<file path="src/rtl/sram_controller_pkg.sv">
// Shared constants and FSM encoding for the 32-bit pipeline to 16-bit async SRAM bridge.
package sram_controller_pkg;
  localparam int unsigned DATA_W_DEF      = 32;
  localparam int unsigned ADDR_W_DEF      = 32;
  localparam int unsigned SRAM_DATA_W_DEF = 16;
  localparam int unsigned SRAM_ADDR_W_DEF = 18;
  localparam int unsigned BASE_ADDR_DEF   = 1024;
  localparam int unsigned WAIT_CYCLES_DEF = 2;

  typedef enum logic [1:0] {
    ST_IDLE = 2'd0,
    ST_LOW  = 2'd1,
    ST_HIGH = 2'd2,
    ST_DONE = 2'd3
  } state_e;

  // Width of the per-phase wait counter; never narrower than one bit.
  function automatic int unsigned cnt_w(input int unsigned w);
    return (w > 1) ? $clog2(w) : 1;
  endfunction
endpackage

</file>
<file path="src/rtl/sram_controller_if.sv">
// Pipeline request/response and SRAM bus signals of the SRAM bridge.
interface sram_controller_if #(
  parameter int unsigned DATA_W      = 32,
  parameter int unsigned ADDR_W      = 32,
  parameter int unsigned SRAM_DATA_W = 16,
  parameter int unsigned SRAM_ADDR_W = 18
);
  logic                   wr_en;
  logic                   rd_en;
  logic [ADDR_W-1:0]      address;
  logic [DATA_W-1:0]      write_data;
  logic [DATA_W-1:0]      read_data;
  logic                   ready;
  logic [SRAM_ADDR_W-1:0] sram_addr;
  logic                   sram_we_n;
  logic [SRAM_DATA_W-1:0] sram_dq_out;
  logic                   sram_dq_oe;
  logic [SRAM_DATA_W-1:0] sram_dq_in;

  // The master side is the pipeline together with the board-level SRAM.
  modport master (
    output wr_en, rd_en, address, write_data, sram_dq_in,
    input  read_data, ready, sram_addr, sram_we_n, sram_dq_out, sram_dq_oe
  );

  modport slave (
    input  wr_en, rd_en, address, write_data, sram_dq_in,
    output read_data, ready, sram_addr, sram_we_n, sram_dq_out, sram_dq_oe
  );
endinterface

</file>
<file path="src/rtl/sram_wait_counter.sv">
// Loadable down-counter timing one halfword phase; saturates at zero.
module sram_wait_counter #(
  parameter int unsigned CNT_W = 1
) (
  input  logic             clk,
  input  logic             rst,
  input  logic             load_i,
  input  logic [CNT_W-1:0] load_val_i,
  input  logic             dec_i,
  output logic [CNT_W-1:0] cnt_o,
  output logic             zero_o
);
  logic [CNT_W-1:0] cnt_q, cnt_d;

  always_comb begin
    cnt_d = cnt_q;
    if (load_i)                     cnt_d = load_val_i;
    else if (dec_i && cnt_q != '0)  cnt_d = cnt_q - 1'b1;
  end

  always_ff @(posedge clk or posedge rst) begin
    if (rst) cnt_q <= '0;
    else     cnt_q <= cnt_d;
  end

  assign cnt_o  = cnt_q;
  assign zero_o = (cnt_q == '0);
endmodule

</file>
<file path="src/rtl/sram_controller.sv">
// Splits a 32-bit load/store into two timed halfword accesses on an async SRAM,
// holding ready low so the pipeline freezes until the word is complete.
module sram_controller
  import sram_controller_pkg::*;
#(
  parameter int unsigned DATA_W      = DATA_W_DEF,
  parameter int unsigned ADDR_W      = ADDR_W_DEF,
  parameter int unsigned SRAM_DATA_W = DATA_W / 2,
  parameter int unsigned SRAM_ADDR_W = SRAM_ADDR_W_DEF,
  parameter int unsigned BASE_ADDR   = BASE_ADDR_DEF,
  parameter int unsigned WAIT_CYCLES = WAIT_CYCLES_DEF
) (
  input logic            clk,
  input logic            rst,
  sram_controller_if.slave bus
);
  localparam int unsigned      CNT_W    = cnt_w(WAIT_CYCLES);
  localparam logic [CNT_W-1:0] CNT_LOAD = CNT_W'(WAIT_CYCLES - 1);
  localparam logic [CNT_W-1:0] CNT_ONE  = CNT_W'(1);
  // With a single-cycle phase the only cycle is also the recovery cycle.
  localparam logic             ONE_CYC  = (WAIT_CYCLES == 1);

  state_e                 state_q;
  logic                   wr_q;
  logic [SRAM_DATA_W-1:0] hi_q;
  logic [DATA_W-1:0]      rdata_q;
  logic [SRAM_ADDR_W-1:0] addr_q;
  logic                   we_n_q;
  logic                   oe_q;
  logic [SRAM_DATA_W-1:0] dout_q;

  logic             req;
  logic             cnt_load, cnt_dec, cnt_zero;
  logic [CNT_W-1:0] cnt;

  function automatic logic [SRAM_ADDR_W-1:0] lo_hw(input logic [ADDR_W-1:0] a);
    logic [ADDR_W-1:0] word;
    word = {a[ADDR_W-1:2], 2'b00} - ADDR_W'(BASE_ADDR);
    return word[SRAM_ADDR_W:1];
  endfunction

  assign req = bus.wr_en | bus.rd_en;

  always_comb begin
    cnt_load = (state_q == ST_IDLE && req) || (state_q == ST_LOW && cnt_zero);
    cnt_dec  = (state_q == ST_LOW) || (state_q == ST_HIGH);
  end

  sram_wait_counter #(.CNT_W(CNT_W)) u_wait (
    .clk        (clk),
    .rst        (rst),
    .load_i     (cnt_load),
    .load_val_i (CNT_LOAD),
    .dec_i      (cnt_dec),
    .cnt_o      (cnt),
    .zero_o     (cnt_zero)
  );

  // Bus outputs are computed one cycle ahead so they are registered in the
  // cycle they describe; we_n rises for the last cycle of a phase.
  always_ff @(posedge clk or posedge rst) begin
    if (rst) begin
      state_q <= ST_IDLE;
      wr_q    <= 1'b0;
      hi_q    <= '0;
      rdata_q <= '0;
      addr_q  <= '0;
      we_n_q  <= 1'b1;
      oe_q    <= 1'b0;
      dout_q  <= '0;
    end else begin
      unique case (state_q)
        ST_IDLE: if (req) begin
          state_q <= ST_LOW;
          wr_q    <= bus.wr_en;
          hi_q    <= bus.write_data[DATA_W-1:SRAM_DATA_W];
          addr_q  <= lo_hw(bus.address);
          we_n_q  <= !(bus.wr_en && !ONE_CYC);
          oe_q    <= bus.wr_en;
          dout_q  <= bus.write_data[SRAM_DATA_W-1:0];
        end
        ST_LOW: if (cnt_zero) begin
          if (!wr_q) rdata_q[SRAM_DATA_W-1:0] <= bus.sram_dq_in;
          state_q <= ST_HIGH;
          addr_q  <= addr_q + 1'b1;
          we_n_q  <= !(wr_q && !ONE_CYC);
          dout_q  <= hi_q;
        end else begin
          we_n_q  <= !wr_q || (cnt == CNT_ONE);
        end
        ST_HIGH: if (cnt_zero) begin
          if (!wr_q) rdata_q[DATA_W-1:SRAM_DATA_W] <= bus.sram_dq_in;
          state_q <= ST_DONE;
          we_n_q  <= 1'b1;
          oe_q    <= 1'b0;
        end else begin
          we_n_q  <= !wr_q || (cnt == CNT_ONE);
        end
        ST_DONE: state_q <= ST_IDLE;
        default: state_q <= ST_IDLE;
      endcase
    end
  end

  assign bus.ready       = (state_q == ST_IDLE && !req) || (state_q == ST_DONE);
  assign bus.read_data   = rdata_q;
  assign bus.sram_addr   = addr_q;
  assign bus.sram_we_n   = we_n_q;
  assign bus.sram_dq_oe  = oe_q;
  assign bus.sram_dq_out = dout_q;
endmodule
</file>
<file path="src/flat_wrapper.sv">
// flat-port wrapper written by rule: the top's interface ports become plain ports
module sram_controller_flat import sram_controller_pkg::*;
#(
  parameter int unsigned DATA_W      = DATA_W_DEF,
  parameter int unsigned ADDR_W      = ADDR_W_DEF,
  parameter int unsigned SRAM_DATA_W = DATA_W / 2,
  parameter int unsigned SRAM_ADDR_W = SRAM_ADDR_W_DEF,
  parameter int unsigned BASE_ADDR   = BASE_ADDR_DEF,
  parameter int unsigned WAIT_CYCLES = WAIT_CYCLES_DEF
)
  (clk, rst, bus_wr_en, bus_rd_en, bus_address, bus_write_data, bus_sram_dq_in, bus_read_data, bus_ready, bus_sram_addr, bus_sram_we_n, bus_sram_dq_out, bus_sram_dq_oe);
  sram_controller_if #(.DATA_W(DATA_W), .ADDR_W(ADDR_W), .SRAM_DATA_W(SRAM_DATA_W), .SRAM_ADDR_W(SRAM_ADDR_W)) bus_i ();
  input logic clk;
  input logic rst;
  input wire logic [$bits(bus_i.wr_en)-1:0] bus_wr_en;
  input wire logic [$bits(bus_i.rd_en)-1:0] bus_rd_en;
  input wire logic [$bits(bus_i.address)-1:0] bus_address;
  input wire logic [$bits(bus_i.write_data)-1:0] bus_write_data;
  input wire logic [$bits(bus_i.sram_dq_in)-1:0] bus_sram_dq_in;
  output wire logic [$bits(bus_i.read_data)-1:0] bus_read_data;
  output wire logic [$bits(bus_i.ready)-1:0] bus_ready;
  output wire logic [$bits(bus_i.sram_addr)-1:0] bus_sram_addr;
  output wire logic [$bits(bus_i.sram_we_n)-1:0] bus_sram_we_n;
  output wire logic [$bits(bus_i.sram_dq_out)-1:0] bus_sram_dq_out;
  output wire logic [$bits(bus_i.sram_dq_oe)-1:0] bus_sram_dq_oe;
  assign bus_i.wr_en = bus_wr_en;
  assign bus_i.rd_en = bus_rd_en;
  assign bus_i.address = bus_address;
  assign bus_i.write_data = bus_write_data;
  assign bus_i.sram_dq_in = bus_sram_dq_in;
  assign bus_read_data = bus_i.read_data;
  assign bus_ready = bus_i.ready;
  assign bus_sram_addr = bus_i.sram_addr;
  assign bus_sram_we_n = bus_i.sram_we_n;
  assign bus_sram_dq_out = bus_i.sram_dq_out;
  assign bus_sram_dq_oe = bus_i.sram_dq_oe;
  sram_controller #(.DATA_W(DATA_W), .ADDR_W(ADDR_W), .SRAM_DATA_W(SRAM_DATA_W), .SRAM_ADDR_W(SRAM_ADDR_W), .BASE_ADDR(BASE_ADDR), .WAIT_CYCLES(WAIT_CYCLES)) u_core (.clk(clk), .rst(rst), .bus(bus_i));
endmodule
</file>
<file path="config.mk">
export PLATFORM = sky130hd
export DESIGN_NAME = sram_controller_flat
export DESIGN_NICKNAME = d
export VERILOG_FILES = /design/src/rtl/sram_controller_pkg.sv /design/src/rtl/sram_controller_if.sv /design/src/rtl/sram_wait_counter.sv /design/src/rtl/sram_controller.sv /design/src/flat_wrapper.sv
export SDC_FILE = /design/constraint.sdc
export NUM_CORES = 1
export LEC_CHECK = 0
export BUFFER_PORTS_ARGS = -buffer_cell sky130_fd_sc_hd__buf_2
export CORE_MARGIN = 2
export CORE_UTILIZATION = 50
export DETAILED_ROUTE_END_ITERATION = 7
export PLACE_DENSITY_LB_ADDON = 0.08
export SLEW_MARGIN = 5
export SYNTH_ARGS = -nofsm -noshare
export SYNTH_HDL_FRONTEND = slang
export SYNTH_HIERARCHICAL = 1
export SYNTH_SLANG_ARGS = --single-unit
export TNS_END_PERCENT = 10
</file>
<file path="constraint.sdc">
create_clock -name clk -period 3.4 [get_ports clk]
set_input_delay 0.34 -clock clk [delete_from_list [all_inputs] [get_ports clk]]
set_output_delay 0.34 -clock clk [all_outputs]
set_load 0.05 [all_outputs]
</file>
Word-level counts from Yosys, hierarchy flattened
Cells that the tools add are included. Widths: inputs -> output; s select.

Flip-flop bits (word level): 88. Word-level logic and storage cells: 64.

Add/subtract/negate cells: 3. Equal/unequal tests: 6. Mux-type cells: 19. Bitwise gates (word level): 3. Reductions and logical operators: 23.

Operator list (number): $mux 18 (2); $pmux 18 s2 (1); $mux 16 (2); $pmux 16 s2 (1); $sub 19x11->19 const B (1); $add 18x1->18 const B (1); $reduce_and 3->1 (5); $pmux 2 s4 (1); $mux 1 (7); $mux 2 (3); $reduce_bool 2->1 (3); $eq 2x2->1 const B (2); $logic_and 1x1->1 (4); $logic_or 1x1->1 (4); $ne 2x2->1 const B (2); $reduce_and 2->1 (2); $logic_not 1->1 (3); $pmux 1 s3 (1); $reduce_bool 3->1 (1); $eq 2x1->1 const B (1); $logic_not 2->1 (1); $ne 2x1->1 const B (1); $not 1->1 (2); $pmux 1 s2 (1); other kinds (2) (2).

Longest topological paths before layout
Gate-level depths: netlist of run 1.

Depth in word-level cells: 5. Mapped depth: 9. Gate-level depth less buffers: 7.

By module
The synthesis of run 1 kept the hierarchy.

Modules (own cells, without submodules): sram_controller (times used 1, cells an instance 369, area an instance 4130.2 um2, sequential area each 2178.3 um2); sram_wait_counter (times used 1, cells an instance 5, area an instance 48.8 um2, sequential area each 25.0 um2).

Worst setup path before layout of run 1
OpenSTA, ideal clock, no wires.

Kind: register to register. Start point: reg u_core.addr_q[0] (netlist: u_core/bus.sram_addr[0]). End point: reg u_core.addr_q[16] (netlist: u_core/bus.sram_addr[16]). Setup time: 0.124 ns. Arrival time: 2.271 ns. Required time: 3.276 ns. Setup slack: 1.005 ns. Stages on the path, launching flop included: 7. Cells stage by stage: dfrtp_1 > ha_1 > and4_4 > nand2_4 > or4_4 > a21o_1 > a211o_1.

Longest elaborated chain between the ends: 3.

RTL lines: from (decl) (line sram_controller.sv:27) `logic [SRAM_ADDR_W-1:0] addr_q;`; from (signal assigned) (line sram_controller.sv:77) `addr_q <= lo_hw(bus.address);`; from (signal assigned) (line sram_controller.sv:85) `addr_q <= addr_q + 1'b1;`; $add 18x1->18 (line sram_controller.sv:85); $mux 18 (line sram_controller.sv:82) `ST_LOW: if (cnt_zero) begin`; $pmux 18 s2 (line sram_controller.sv:72) `unique case (state_q)`.

No other way between the ends. The select of a mux whose other input is x is not followed. A chain may end at the register's enable or synchronous reset.

Worst setup path after layout of run 1
Start point: reg u_core.state_q[1]. End point: reg u_core.addr_q[17] (netlist: u_core/bus.sram_addr[17]).

Longest elaborated chain between the ends: 3. Elaborated cells between the ends (all ways): 7.

RTL lines: from (decl) (line sram_controller.sv:23) `state_e state_q;`; from (signal assigned) (line sram_controller.sv:63) `state_q <= ST_IDLE;`; from (signal assigned) (line sram_controller.sv:74) `state_q <= ST_LOW;`; from (signal assigned) (line sram_controller.sv:84) `state_q <= ST_HIGH;`; $eq 2x1->1 or $logic_not 2->1 (tied branches) (line sram_controller.sv:72); $ne 2x2->1 (no source line) (tied with other cells); $reduce_and 3->1 (no source line).

Several ways; a longest one is shown, not always the timed one.

==> results of run 1 <==
==> cell families (layout without fill, tap and decap cells) <==
kind of cell,after synthesis,count (layout),share of synthesized area (%)
adder cells (fa/ha/maj),8,8,2.395
multiplexers,74,74,19.22
AO/OA/AOI/OAI,74,74,11.02
AND/OR/NAND/NOR,91,91,10.27
flip-flops,88,88,52.72
XOR/XNOR,6,6,1.257
buffers and inverters,32,171,3.024
other,1,1,0.08973
==> synth_stat cells (3+ instances only) <==
library cell | number | area share [%]
ha_1 | 8 | 2.4
nand3_1 | 8 | 0.96
a21oi_1 | 20 | 2.4
clkbuf_1 | 14 | 1.3
o21ai_0 | 31 | 3.7
nand2b_1 | 3 | 0.45
mux2_2 | 50 | 13
mux2i_1 | 24 | 5.7
o221ai_1 | 3 | 0.63
xnor2_1 | 4 | 0.84
buf_2 | 5 | 0.60
dfrtp_1 | 87 | 52
nand2_1 | 40 | 3.6
nor2_1 | 22 | 2.0
nand4_1 | 3 | 0.45
inv_1 | 10 | 0.90
==> routing by layer <==
metal	vias to the layer above	share of wire, %	global-route usage, %
li1	1589	-	-
met1	1533	43	26.51
met2	88	49	34.33
met3	11	7.0	5.692
met4	0	1.6	8.571
met5	-	0	0
==> worst max-delay path: stages (launching register included) <==
cell and delay, ps:
dfrtp_1 440, inv_1 120, ha_2 730, nand2b_1 270
o211ai_4 320, nor2_1 70, mux2_2 270, a221o_1 280
==> state kept, by name, indices dropped and copies added, names as in the netlist, 2 cells and up <==
signal,cells
u_core/state_q,2
u_core/bus.read_data,32
u_core/hi_q,16
u_core/bus.sram_dq_out,16
u_core/bus.sram_addr,18
==> final cells by class <==
type                            instances  area (µm²)  share of cell area, %
Clock buffer                           10       127.6                  2.457
Clock inverter                          5       81.33                  1.566
Inverter                               12       46.29                 0.8911
Multi-Input combinational cell        254        1864                  35.89
Sequential cell                        88        2203                  42.41
Tap cell                              105       131.4                  2.529
Timing Repair Buffer                  144       740.7                  14.26
==> final timing paths <==
check / from / to / slack, ps
setup / recovery: u_core/state_q[1] / u_core/bus.sram_addr[17] / 780
hold / removal: bus_write_data[26] / u_core/hi_q[10] / 210
setup reg to reg: u_core/state_q[1] / u_core/bus.sram_addr[17] / 780
hold reg to reg: u_core/bus.sram_dq_out[12] / u_core/bus.sram_dq_out[12] / 480
max in group asynchronous: rst / u_core/bus.read_data[12] / 1920
min in group asynchronous: rst / u_core/u_wait/cnt_o / 400
==> per-stage QoR <==
stage                     hold slack [ps]  setup slack, ps  area (µm²)
final                               214.0            784.4        5195
after floorplan                     68.71            811.5        4179
after global routing                206.3            547.1        5195
after global placement              196.9            868.4        4976
after detailed placement            200.9            790.5        4976
after CTS                           201.1            773.6        5195
==> placed cells by master (no fill, tap or decap), types with 2 or more instances in the layout <==
cell type	instances
buf_2	137
dfrtp_1	87
mux2_2	50
nand2_1	40
o21ai_0	30
mux2i_1	24
nor2_1	22
a21oi_1	20
clkbuf_8	9
inv_1	9
nand3_1	8
ha_1	7
buf_4	6
xnor2_1	4
nand2b_1	3
nand4_1	3
o221ai_1	3
bufinv_16	2
clkinv_2	2
a22o_1	2
a2bb2oi_1	2
o22a_1	2
and3_2	2
o22ai_1	2
nor3_1	2
o32a_1	2
xor2_1	2
==> metrics.md, run 1 <==
| Metric | Value |
|---|---|
| Vias per cell | `5.212` |
| Mapped Area | `0.004179 mm²` |
| Clock sinks | `88` |
| Core ar. | `0.008175 mm²` |
| Initial core utilization | `51.12%` |
| Placed Cells | `602` |
| RSZ-0062 raised after global routing | `no` |
| Drc violations | `0` |
| Hold Path Class | `input port to flip-flop` |
| Detailed-placement wirelength estimate | `6536 µm` |
| Hold Buf Count CTS | `1` |
| Pre-antenna DRT Iters | `4` |
| Syn-to-layout area delta | `24.31%` |
| Routed wire length | `9158 µm` |
| Vias | `3,221` |
| Total negative slack | `0 ps` |
| Vias in the first global route | `3,127` |
| Fin crit share | `76.93%` |
| ANT nets after route | `0` |
| Die Y | `95.42 µm` |
| Worst EP required | `3640 ps` |
| First-pass GRT wire length | `14,750 µm` |
| Slew Limit Headroom | `43.40%` |
| CTS Root Cell | `clkbuf_8` |
| Ys async rst share | `100.0%` |
| Nets | `601` |
| CP startpoint kind | `flip-flop` |
| EDFF count, synth | `0` |
| Antenna cells | `0` |
| Worst Skew | `7.041 ps` |
| Largest net degree at the start of global routing | `51` |
| Final Util | `63.54%` |
| Placer Congestion | `0.8183` |
| Clock Path Buffers | `2` |
| Buffer count from post-CTS setup fixing | `0` |
| WL per Instance | `14.82 µm` |
| Die area | `0.009105 mm²` |
| Worst Tran Pin Value | `846.5 ps` |
| Number of fillers in the final layout | `716` |
| WS Path Type | `flip-flop to flip-flop` |
| Fmax | `0.3823 GHz` |
| Congestion Overflow GR | `0` |
| Fin. max-slew vios | `0` |
| Post-synth cell types | `50` |
| Antenna violations before repair | `0` |
| Fin cells | `618` |
| Sequential area share after synthesis | `52.72%` |
| Reg2Reg Depth | `7` |
| Share of layout cells above drive strength 1 | `43.08%` |
| Final min period | `2616 ps` |
| Rows | `33` |
| Worst Hold Depth | `2` |
| CTS Buf Count | `9` |
| Drt initial violations | `98` |
| Post-synth top flop | `dfrtp_1` |
| All-Layer GR Usage | `21.01%` |
| Max Fanout on Critical Path | `38` |
| Top Ports | `153` |
| Synthesized net count | `466` |
| H-tree Lvls | `3` |
| Max-cap viol count | `0` |
| Port bufs | `137` |
| PostCTS Resize Cnt | `0` |
| Die X | `95.42 µm` |
| Final setup fails | `0` |
| Number of cells produced by synthesis | `374` |
| Register bit total from synthesis | `88` |
| Clock Latency Late Sink | `350 ps` |
| Final Hold Fails | `0` |
| Syn avg cell area | `11.17 µm²` |
| Crit path arrival time | `2850 ps` |
| CTS tree | `done` |
| Clk slew on worst S/H paths | `80 ps` |
| Syn. warnings | `6` |
| Status | `finished, final reports clean` |
| Critical Path End Type | `flip-flop` |
Power of run 1 is not shown: default switching activity piles up to over one toggle a cycle in this logic, so the estimate is an artifact.
==> run 2: changes to the inputs <==
- clock period: 3.4 -> 2.5 ns (I/O delays scaled with it)
==> metrics.md, run 2 (synthesis results as in run 1) <==
| Metric | Value |
|---|---|
| Status | `finished, final reports clean` |
| Total negative slack | `0 ps (unchanged)` |
| Vias per cell | `5.230 (+0.34%)` |
| Die Y | `95.42 µm (unchanged)` |
| Met1 usage | `27.10% (+0.59 points)` |
| Antenna violations before repair | `0 (unchanged)` |
| Clock Path Buffers | `2 (unchanged)` |
| Port bufs | `137 (unchanged)` |
| Nets | `605 (+0.67%)` |
| Max-cap viol count | `0 (unchanged)` |
| Fin crit share | `88.72%` |
| Antenna cells | `0 (unchanged)` |
| Fmax | `0.4508 GHz` |
| Vias in the first global route | `3,189 (+2.0%)` |
| Met3 GRT Util | `5.850% (+0.16 points)` |
| Hold Path Class | `input port to flip-flop` |
| WS Path Type | `flip-flop to output pin` |
| Routed wire length | `9124 µm (-0.37%)` |
| Storage element area | `0.002203 mm² (unchanged)` |
| CP startpoint kind | `flip-flop` |
| Clk slew on worst S/H paths | `90 ps (about the same)` |
| Final setup fails | `0 (unchanged)` |
| Crit path arrival time | `1970 ps (-880 ps)` |
| Die X | `95.42 µm (unchanged)` |
| Pre-CTS setup slack | `320.2 ps (-470.3 ps)` |
| Final min period | `2218 ps` |
| Rows | `33 (unchanged)` |
| Grt peak-use layer | `met2` |
| Met2 Track Usage GR | `34.62% (+0.29 points)` |
| Area of the multi-input gates | `0.001864 mm² (unchanged)` |
| Pre-antenna DRT Iters | `4 (unchanged)` |
| Fin. max-slew vios | `0 (unchanged)` |
| Commonest cells after routing, fill and taps aside | `buf_2 (137), dfrtp_1 (87), mux2_2 (50), nand2_1 (40), o21ai_0 (30)` |
| Drt initial violations | `134 (+37%)` |
| Largest net degree at the start of global routing | `52 (+2.0%)` |
| Share of layout cells above drive strength 1 | `43.63% (+0.55 points)` |
| Critical Path End Type | `output pin` |
| Number of fillers in the final layout | `705 (-1.5%)` |
| Slew Limit Headroom | `58.73% (+15 points)` |
| Final Worst Setup Slack | `281.9 ps (-502.5 ps)` |
| Congestion Overflow GR | `0 (unchanged)` |
| Final Hold Fails | `0 (unchanged)` |
| First-pass GRT wire length | `14,890 µm (+0.94%)` |
| Hold Slack | `124.4 ps (-89.62 ps)` |
| Die area | `0.009105 mm² (unchanged)` |
| Placer Congestion | `0.7948 (-2.9%)` |
| Max Fanout on Critical Path | `7 (-82%)` |
| Worst Tran Pin Value | `618.4 ps (-228.1 ps)` |
| All-Layer GR Usage | `21.04% (+0.035 points)` |
| Detailed-placement wirelength estimate | `6540 µm (about the same)` |
| Worst Skew | `9.956 ps (+2.915 ps)` |
| RSZ-0062 raised after global routing | `no` |
| CTS Buf Count | `9 (unchanged)` |
| Syn-to-layout area delta | `25.54%` |
| Clock sinks | `88 (unchanged)` |
| H-tree Lvls | `3 (unchanged)` |
| Drc violations | `0 (unchanged)` |
| CTS tree | `done` |
| CTS Root Cell | `clkbuf_8` |
| Final Util | `64.17% (+0.63 points)` |
| Initial core utilization | `51.12% (unchanged)` |
| Worst EP required | `2250 ps (-1390 ps)` |
| ANT nets after route | `0 (unchanged)` |
| Vias | `3,258 (+1.1%)` |
| Largest register FFs | `32 (unchanged)` |
| PostCTS Resize Cnt | `0 (unchanged)` |
| WL per Instance | `14.65 µm (-1.2%)` |
| Clock Latency Late Sink | `350 ps (about the same)` |
| Commonest non-fill, non-tap cell in the layout | `buf_2` |
| Core ar. | `0.008175 mm² (unchanged)` |
| Top Ports | `153 (unchanged)` |
[run 2: worst max-delay path: stages, from the launching register on]
cell and delay [ps]:
dfrtp_1 430, inv_1 140, ha_1 170, or3b_1 490, nand2b_1 120, buf_2 270
[run 2: cell type report]
class | count | area share (%)
Clock buffer | 11 | 2.695
Clock inverter | 5 | 1.216
Inverter | 12 | 0.8824
Multi-Input combinational cell | 254 | 35.54
Sequential cell | 88 | 42.00
Tap cell | 105 | 2.504
Timing Repair Buffer | 148 | 15.17
[run 2: routing by layer]
metal  share of wire, %  routed length, µm  vias up
li1                   -                  -     1593
met1                 44               3972     1568
met2                 48               4404       90
met3                7.1                650        7
met4                1.1                 97        0
met5                  0                  0        -
[run 2: per-stage QoR]
stage	instances	area, µm²
after floorplan	374	4179
after global placement	606	5031
after detailed placement	606	5031
after CTS	623	5246
after global routing	623	5246
final	623	5246
[run 2: path summary, 6_finish.rpt]
path                       slack (ps)  cells after the start                          to                      start
min reg2reg                       480                      2   u_core/bus.sram_dq_out[2]  u_core/bus.sram_dq_out[2]
min in group asynchronous         310                      3         u_core/u_wait/cnt_o                        rst
min                               120                      2             u_core/hi_q[11]         bus_write_data[27]
max reg2reg                       310                      6    u_core/bus.sram_addr[16]    u_core/bus.sram_addr[0]
max                               280                      5                   bus_ready          u_core/state_q[0]
max in group asynchronous        1160                      5  u_core/bus.sram_dq_out[14]                        rst
[run 2: timing repair]
action,in CTS,in global routing
hold buffers,1,0
setup buffers,0,0
endpoints found under the hold margin,36,0
Power of run 2 is left out for the same reason.
